<file path="config.mk">
export PLATFORM = sky130hd
export DESIGN_NAME = rd_capture_buf
export DESIGN_NICKNAME = d
export VERILOG_FILES = /design/src/rtl/rd_capture_buf.sv
export SDC_FILE = /design/constraint.sdc
export NUM_CORES = 1
export LEC_CHECK = 0
export BUFFER_PORTS_ARGS = -buffer_cell sky130_fd_sc_hd__clkbuf_2
export CORE_MARGIN = 2
export CORE_UTILIZATION = 45
export CTS_CLUSTER_SIZE = 16
export DETAILED_ROUTE_END_ITERATION = 6
export GPL_TIMING_DRIVEN = 0
export PLACE_DENSITY = 0.64
export SETUP_SLACK_MARGIN = 0.5
export SLEW_MARGIN = 25
export SYNTH_ARGS = -nofsm -noshare
export SYNTH_HDL_FRONTEND = slang
export SYNTH_SLANG_ARGS = --single-unit
export TNS_END_PERCENT = 5
</file>
<file path="constraint.sdc">
create_clock -name clk -period 11.43 [get_ports clk]
set_clock_uncertainty 0.15 [all_clocks]
set_input_delay 2.8575 -clock clk [delete_from_list [all_inputs] [get_ports clk]]
set_output_delay 2.8575 -clock clk [all_outputs]
set_load 0.03 [all_outputs]
</file>
<file path="src/rtl/rd_capture_buf.sv">
// rtl/rd_capture_buf.sv - read-data capture stage with burst-framing output FIFO
module rd_capture_buf #(
    parameter int DW    = 8,
    parameter int DEPTH = 4
) (
    input  logic          clk,
    input  logic          rst,
    input  logic          rd,
    input  logic          ds,
    input  logic [DW-1:0] mem_data,
    input  logic [3:0]    burst_len,
    output logic          ws,
    output logic          out_valid,
    input  logic          out_ready,
    output logic [DW-1:0] out_data,
    output logic          out_last,
    output logic          ovf
);

    localparam int AW = $clog2(DEPTH);
    localparam int PW = AW + 1;
    localparam logic [PW:0] L_DEPTH    = (PW + 1)'(DEPTH);
    localparam logic [PW:0] L_DEPTH_M2 = (PW + 1)'(DEPTH - 2);
    localparam logic [PW:0] L_ONE      = (PW + 1)'(1);
    localparam logic [PW:0] L_TWO      = (PW + 1)'(2);

    // FIFO storage: each entry is {last, data}
    logic [DW:0]    r_mem [DEPTH];
    logic [PW-1:0]  r_wptr;
    logic [PW-1:0]  r_rptr;
    logic           r_stg_vld;
    logic [DW-1:0]  r_stg_data;
    logic [3:0]     r_beat_cnt;
    logic [3:0]     r_len_q;
    logic           r_ovf;

    logic [PW-1:0]  w_count;
    logic           w_empty;
    logic           w_full;
    logic           w_pop;
    logic [PW:0]    w_free_pop;
    logic [PW:0]    w_occ;
    logic [DW:0]    w_head;
    logic           w_req0;
    logic           w_req1;
    logic [DW:0]    w_word0;
    logic [DW:0]    w_word1;
    logic           w_acc0;
    logic           w_acc1;
    logic           w_drop;
    logic           w_ds_err;
    logic           w_stg_vld_nxt;
    logic [DW-1:0]  w_stg_data_nxt;
    logic [PW-1:0]  w_wptr_p1;
    logic [PW-1:0]  w_push_n;

    assign w_count    = r_wptr - r_rptr;
    assign w_empty    = (r_wptr == r_rptr);
    assign w_full     = (r_wptr[AW-1:0] == r_rptr[AW-1:0]) && (r_wptr[AW] != r_rptr[AW]);
    assign w_pop      = out_valid && out_ready;
    assign w_free_pop = L_DEPTH - {1'b0, w_count} + {{PW{1'b0}}, w_pop};
    assign w_occ      = {1'b0, w_count} + {{PW{1'b0}}, r_stg_vld};
    assign w_head     = r_mem[r_rptr[AW-1:0]];
    assign w_wptr_p1  = r_wptr + 1'b1;

    // Read side is combinational from the head entry; outputs forced to zero while empty or in reset
    always_comb begin
        out_valid = rst && !w_empty;
        out_data  = out_valid ? w_head[DW-1:0] : '0;
        out_last  = out_valid ? w_head[DW] : 1'b0;
        ws        = rst && (r_beat_cnt < r_len_q) && (w_occ <= L_DEPTH_M2);
        ovf       = r_ovf;
    end

    // Decide which words are offered to the FIFO this cycle and the next stage contents
    always_comb begin
        w_req0         = 1'b0;
        w_req1         = 1'b0;
        w_word0        = '0;
        w_word1        = '0;
        w_ds_err       = 1'b0;
        w_stg_vld_nxt  = r_stg_vld;
        w_stg_data_nxt = r_stg_data;
        if (rd) begin
            w_stg_data_nxt = mem_data;
            w_stg_vld_nxt  = !ds;
            if (r_stg_vld) begin
                w_req0  = 1'b1;
                w_word0 = {1'b0, r_stg_data};
                if (ds) begin
                    w_req1  = 1'b1;
                    w_word1 = {1'b1, mem_data};
                end
            end else if (ds) begin
                w_req0  = 1'b1;
                w_word0 = {1'b1, mem_data};
            end
        end else if (ds) begin
            w_stg_vld_nxt = 1'b0;
            if (r_stg_vld) begin
                w_req0  = 1'b1;
                w_word0 = {1'b1, r_stg_data};
            end else begin
                w_ds_err = 1'b1;
            end
        end
    end

    // Capacity check: a second word needs two free slots after the same-cycle pop
    always_comb begin
        w_acc0   = w_req0 && (!w_full || w_pop) && (w_free_pop >= L_ONE);
        w_acc1   = w_req1 && (w_free_pop >= L_TWO);
        w_drop   = (w_req0 && !w_acc0) || (w_req1 && !w_acc1);
        w_push_n = PW'(w_acc0) + PW'(w_acc1);
    end

    // FIFO entry writes; storage needs no reset since pointers gate visibility
    always_ff @(posedge clk) begin
        if (w_acc0) begin
            r_mem[r_wptr[AW-1:0]] <= w_word0;
        end
        if (w_acc1) begin
            r_mem[w_wptr_p1[AW-1:0]] <= w_word1;
        end
    end

    // Pointers, stage register and sticky error
    always_ff @(posedge clk or negedge rst) begin
        if (!rst) begin
            r_wptr     <= '0;
            r_rptr     <= '0;
            r_stg_vld  <= 1'b0;
            r_stg_data <= '0;
            r_ovf      <= 1'b0;
        end else begin
            r_wptr     <= r_wptr + w_push_n;
            r_rptr     <= r_rptr + PW'(w_pop);
            r_stg_vld  <= w_stg_vld_nxt;
            r_stg_data <= w_stg_data_nxt;
            if (w_drop || w_ds_err) begin
                r_ovf <= 1'b1;
            end
        end
    end

    // Burst beat counter and latched burst length
    always_ff @(posedge clk or negedge rst) begin
        if (!rst) begin
            r_beat_cnt <= 4'd0;
            r_len_q    <= 4'd1;
        end else begin
            if (ds) begin
                r_beat_cnt <= 4'd0;
            end else if (rd && (r_beat_cnt != 4'hF)) begin
                r_beat_cnt <= r_beat_cnt + 4'd1;
            end
            if (rd && (r_beat_cnt == 4'd0)) begin
                r_len_q <= (burst_len == 4'd0) ? 4'd1 : burst_len;
            end
        end
    end

endmodule

</file>
==> out/summary.txt, run 1 <==
Distinct cell type count after synthesis: 42
Layout Nets: 352
Final hold viol count: 0
Cell breakdown of the critical path: clkbuf_2 -> o21ai_2 -> nor2b_1 -> clkbuf_2
Hold Path Class: register to register
FP Rows: 31
Post-layout util: 53.68%
Fraction of layout cells with a size suffix above 1: 30.86%
Resized Gates After CTS: 0
Crit path DAT: 4.18 ns
Clock Sink Count: 60
Synth-to-layout area growth: 15.26%
Max Cap Violations: 0
RSZ-0062 raised after global routing: no
WL per Instance: 16.10 microns
Placer Congestion: 0.7390
Setup violators final: 0
Worst slew pin tran: 0.8431 ns
Max Freq: 139.1 MHz
DRC Markers: 0
Crit-path max FO: 27
Fraction of synthesis flops using an asynchronous set or reset pin: 40.00%
Initial DRC Count: 92
Worst-Skew Late Latency: 0.35 ns
Slew Limit Fails: 0
Cell with the most instances after synthesis: nand2_1
CTS clk-pin slew, worst paths: 0.07 ns
# IOs: 29
Post-Syn Nets: 310
R2R setup slack: 6.49 ns
PD cells: 248.8 mW/mm^2
Sequential fraction of the synthesis area: 49.81%
CP endpoint kind: output pin
Synthesis Warnings: 0
Die X: 90.65 microns
Tot Pwr: 0.9687 mW
TritonCTS clock tree: done
Largest net degree at the start of global routing: 28
Core Area: 0.007253 sq mm
1st-pass router iterations: 4
Hold-fix buffers, CTS: 0
CP Launch Type: input pin
Final Critical Period: 7.187 ns
Synth Area per Inst: 12.20 sq um
Number of global-route vias before repair: 2287
Slowest CP cell: clkbuf_2
Top_reg_cell synth: edfxtp_1
Hold depth: 1
Synth top area cells: edfxtp_1, dfrtp_1, mux2_2
Worst-case reg-to-reg path depth: 17
Worst path most repeated cell: clkbuf_2
Slew margin rel.: 43.79%
Avg Vias per Cell: 5.293
First-pass GRT wire length: 11450 microns
Initial antenna violation count: 0
TNS Setup: 0 ns
Grt ovf: 0
Area share of the largest cell type after synthesis: 32.00%
Final worst path period share: 62.88%
H-tree depth: 3
Number of diodes: 0
Mapped Cells: 277
Required time of the critical path: 8.42 ns
Die Ht: 90.65 microns
Clock Path Buffers: 2
Detailed Route WL: 6812 microns
Die area: 0.008217 sq mm
Port bufs: 27
P_leak: 1.663 nW
Setup Fix Bufs, Post-CTS: 0
Crit-path max cell delay: 0.55 ns
Register bit total from synthesis: 60
Crit Path Category: input pin to output pin
Num CTS Buffers: 9
Via count: 2239
Peak supply drop: 119.7 uV
Final HPWL DP: 4862 microns
Hold WS: 0.3537 ns
Root Driver: clkbuf_8
Mapped cell area: 0.003378 sq mm
Number of synthesized flops with an enable pin: 36
Total global routing track utilization: 18.19%
Initial Utilization: 46.58%
Cell accounting for the most synthesized area: edfxtp_1
Status: finished clean
Post-synth top cells: nand2_1, edfxtp_1, mux2_2, dfrtp_1, inv_1
Post-DRT Antenna Nets: 0
-- where the power goes --
part / switching [mW] / internal, mW / total, mW
clock network: 0.0906 / 0.102 / 0.192
logic: 0.269 / 0.180 / 0.449
registers: 0.0319 / 0.295 / 0.327
total: 0.391 / 0.577 / 0.969
-- metal layers --
metal | track usage [%] | wire length [microns] | vias up | part of all wire (%)
li1 | - | - | 1093 | -
met4 | 10.00 | 116 | 0 | 1.7
met5 | 0 | 0 | - | 0
met1 | 22.73 | 3065 | 1100 | 45
met3 | 2.838 | 255 | 9 | 3.7
met2 | 30.22 | 3375 | 37 | 50
-- cells in the final DEF, fill, tap and decap left out, types with 2 or more instances in the layout --
master | synthesis | routed
a21o_1 | 2 | 2
a21oi_1 | 4 | 4
and2_1 | 4 | 4
and3_1 | 2 | 2
buf_1 | 2 | 2
buf_2 | 0 | 3
clkbuf_1 | 8 | 8
clkbuf_2 | 0 | 27
clkbuf_8 | 0 | 9
clkinv_4 | 0 | 2
clkinvlp_4 | 0 | 2
dfrtp_1 | 23 | 23
edfxtp_1 | 36 | 36
fa_1 | 2 | 2
ha_1 | 14 | 14
inv_1 | 23 | 23
mux2_1 | 3 | 3
mux2_2 | 29 | 29
mux4_2 | 9 | 9
nand2_1 | 39 | 39
nand2b_1 | 2 | 2
nand3_1 | 4 | 4
nand3_4 | 2 | 2
nand4_4 | 2 | 2
nor2_1 | 10 | 10
nor2b_1 | 9 | 9
o211ai_1 | 8 | 8
o21ai_0 | 12 | 12
o31ai_1 | 2 | 2
o41ai_2 | 0 | 4
xor2_1 | 6 | 6
-- worst max-delay path, delay by kind of cell --
family,cells,cell delay (ns)
AOI/OAI and AO/OA,1,0.34
buffers and inverters,2,0.77
and+or+nand+nor,1,0.20
-- registers in the layout, summed over array words and instances, names as in the netlist --
signal,flops
ovf,1
r_beat_cnt,4
r_stg_vld,1
r_stg_data,8
r_len_q,4
r_mem,36
r_rptr,3
r_wptr,3
-- cell type report --
class,count,area (sq um)
Sequential cell,60,1683
Inverter,23,86.33
Fill cell,658,3359
Buffer,10,37.54
Clock inverter,7,76.32
Tap cell,99,123.9
Clock buffer,9,123.9
Multi-Input combinational cell,184,1605
Timing Repair Buffer,31,157.7
-- stage by stage --
stage	instance area [sq um]	setup slack (ns)	cells
2_1_floorplan	3378	4.723	277
3_3_place_gp	3637	3.427	403
3_5_place_dp	3690	3.934	407
4_1_cts	3890	3.929	423
5_1_grt	3894	4.004	423
6_report	3894	4.243	423
-- kinds of logic (layout without fill, tap and decap cells) --
family / after synthesis / in the layout / share of synthesized area [%]
simple gates: 81 / 81 / 13.11
compound gates: 37 / 37 / 7.148
buf+inv: 33 / 80 / 3.667
fa+ha+maj: 16 / 16 / 6.370
mux: 42 / 42 / 17.33
xor+xnor: 8 / 8 / 2.555
flops: 60 / 60 / 49.81
-- final timing paths --
kind / startpoint / to
worst min-delay path: r_rptr[1]$_DFF_PN0_ / r_rptr[1]$_DFF_PN0_
worst max-delay path: rst / out_data[2]
max in group asynchronous: rst / r_wptr[0]$_DFF_PN0_
worst min register to register: r_rptr[1]$_DFF_PN0_ / r_rptr[1]$_DFF_PN0_
worst max register to register: r_rptr[1]$_DFF_PN0_ / r_wptr[2]$_DFF_PN0_
min in group asynchronous: rst / r_len_q[3]$_DFFE_PN0P_
No activity file was read; power rests on OpenSTA's default activity.
==> inputs of run 2 (changes only) <==
- PLACE_DENSITY: 0.64 -> 0.66
- clock period: 11.43 -> 5.8 ns (I/O delays scaled with it)
==> out/summary.txt, run 2 (synthesized netlist as in run 1, its figures left out) <==
Layout Nets: 352
Status: finished clean
Met2 routed WL: 3315 microns
Clock Sink Count: 60
Worst setup path start: r_rptr[1]$_DFF_PN0_
Avg Vias per Cell: 5.232
Worst path depth: 17
Worst slew pin tran: 0.8081 ns
Worst path most repeated cell: ha_1
Largest net degree at the start of global routing: 28
P_sw: 0.7552 mW
Crit-path max FO: 10
Slew Limit Fails: 0
Post-DRT Antenna Nets: 0
1st-pass router iterations: 4
Sequential power share: 33.9%
First-pass GRT wire length: 11300 microns
Flip-flop count of the largest register after layout: 36
Resized Gates After CTS: 1
Root Driver: clkbuf_8
Crit Path Category: register to register
Synth-to-layout area growth: 15.52%
Most common cell after layout, fill and taps aside: nand2_1
FP Rows: 31
Max Freq: 209.6 MHz
Post-route insts no fill: 423
TritonCTS clock tree: done
H-tree depth: 3
Crit Reg-Reg Endpoint: r_wptr[2]$_DFF_PN0_
Int Power: 1.143 mW
Fraction of layout cells with a size suffix above 1: 30.86%
Crit path capture: r_wptr[2]$_DFF_PN0_
Placer Congestion: 0.7985
Required time of the critical path: 5.87 ns
Core Area: 0.007253 sq mm
Met1 WL: 3011 microns
Placed cell count: 407
PD cells: 486.3 mW/mm^2
Die area: 0.008217 sq mm
Logic pwr share: 45.8%
# IOs: 29
P_leak: 1.671 nW
Max Cap Violations: 0
Port bufs: 27
Final worst path period share: 82.24%
Design Area, Final: 0.003902 sq mm
Via count: 2213
DRC Markers: 0
Clock Path Buffers: 2
CP endpoint kind: register
Hold Path Class: register to register
R2R setup slack: 1.03 ns
Initial DRC Count: 132
Initial Utilization: 46.58%
Reg area: 0.001683 sq mm
WL per Instance: 15.83 microns
Clock power frac: 20.3%
Reg2Reg Launch Point: r_rptr[1]$_DFF_PN0_
Die X: 90.65 microns
Final HPWL DP: 4773 microns
RSZ-0062 raised after global routing: no
Met3 Wirelength: 295 microns
Dpl cell area: 0.003697 sq mm
Sw Share: 39.79%
Grt ovf: 0
Slew margin rel.: 45.56%
Peak supply drop: 272.8 uV
Total global routing track utilization: 17.97%
Max layer used: met4
CP top delay family: adder cells
Final hold viol count: 0
Worst-case reg-to-reg path depth: 17
Post-layout util: 53.80%
Leading cell types in the layout, fill and taps excluded: nand2_1, edfxtp_1, mux2_2
Final Critical Period: 4.770 ns
Crit path DAT: 4.85 ns
Worst-Skew Late Latency: 0.34 ns
Hold-fix buffers, CTS: 0
Cell breakdown of the critical path: clkbuf_1 -> inv_1 -> ha_1 -> nand2_1 -> o21ai_2 -> inv_1 -> nand2_1 -> ha_1 -> inv_1 -> ha_1 -> nor4b_1 -> mux2i_4 -> nor2_1 -> nor2_1 -> fa_1 -> ha_1 -> xor2_1
Die Ht: 90.65 microns
CP Launch Type: register
Detailed Route WL: 6698 microns
Num CTS Buffers: 9
Setup violators final: 0
Multi-input logic area: 0.001605 sq mm
Initial antenna violation count: 0
WP buf/inv: 4
Number of diodes: 0
FILL cells: 640
Setup Fix Bufs, Post-CTS: 0
Crit-path max cell delay: 0.47 ns
Number of global-route vias before repair: 2182
Slowest CP cell: clkbuf_1
CTS clk-pin slew, worst paths: 0.07 ns
run 2: worst reg2reg max path: stages (launching register included):
cell	delay, ns
dfrtp_1	0.35
clkbuf_1	0.47
inv_1	0.17
ha_1	0.33
nand2_1	0.08
o21ai_2	0.40
inv_1	0.14
nand2_1	0.11
ha_1	0.17
inv_1	0.05
ha_1	0.28
nor4b_1	0.43
mux2i_4	0.23
nor2_1	0.41
nor2_1	0.13
fa_1	0.42
ha_1	0.21
xor2_1	0.14
run 2: power by group through the flow:
stage	clock [mW]	sequential (mW)	combinational, mW
2_1_floorplan	0	0.638	0.675
3_3_place_gp	0	0.651	0.833
3_5_place_dp	0	0.652	0.882
4_1_cts	0.391	0.644	0.887
5_1_grt	0.409	0.655	0.969
6_report	0.385	0.643	0.870
run 2: area by class of cell:
| type | count | area share (%) |
|---|---|---|
| clock buffer | 9 | 3.174 |
| buffer | 10 | 0.9618 |
| inverter | 23 | 2.212 |
| multi-input combinational | 184 | 41.14 |
| clock inverter | 7 | 1.924 |
| tap | 99 | 3.174 |
| timing repair buffer | 31 | 4.296 |
| sequential | 60 | 43.12 |
run 2: stage by stage:
step / setup WS (ns) / TNS [ns] / total power, mW / hold WS, ns
2_1_floorplan: 0.9961 / 0 / 1.313 / 0.3265
3_3_place_gp: -0.5084 / -17.50 / 1.484 / 0.3358
3_5_place_dp: 0.1133 / 0 / 1.534 / 0.3581
4_1_cts: 0.7301 / 0 / 1.923 / 0.3741
5_1_grt: 0.5040 / 0 / 2.033 / 0.3820
6_report: 1.030 / 0 / 1.898 / 0.3653
run 2: how the worst min path moves through the flow:
stage	startpoint	endpoint	cells after the start
after global routing	r_rptr[2]$_DFF_PN0_	r_rptr[2]$_DFF_PN0_	1
after CTS	r_rptr[2]$_DFF_PN0_	r_rptr[2]$_DFF_PN0_	1
after floorplan	r_rptr[1]$_DFF_PN0_	r_rptr[1]$_DFF_PN0_	1
final	r_rptr[1]$_DFF_PN0_	r_rptr[1]$_DFF_PN0_	1
after detailed placement	r_rptr[2]$_DFF_PN0_	r_rptr[2]$_DFF_PN0_	1
after global placement	r_rptr[1]$_DFF_PN0_	r_rptr[1]$_DFF_PN0_	1
run 2: layer usage:
layer	vias to the layer above	GRT usage (%)
met4	0	6.154
met1	1068	24.06
met3	8	3.923
li1	1094	-
met5	-	0
met2	43	29.04
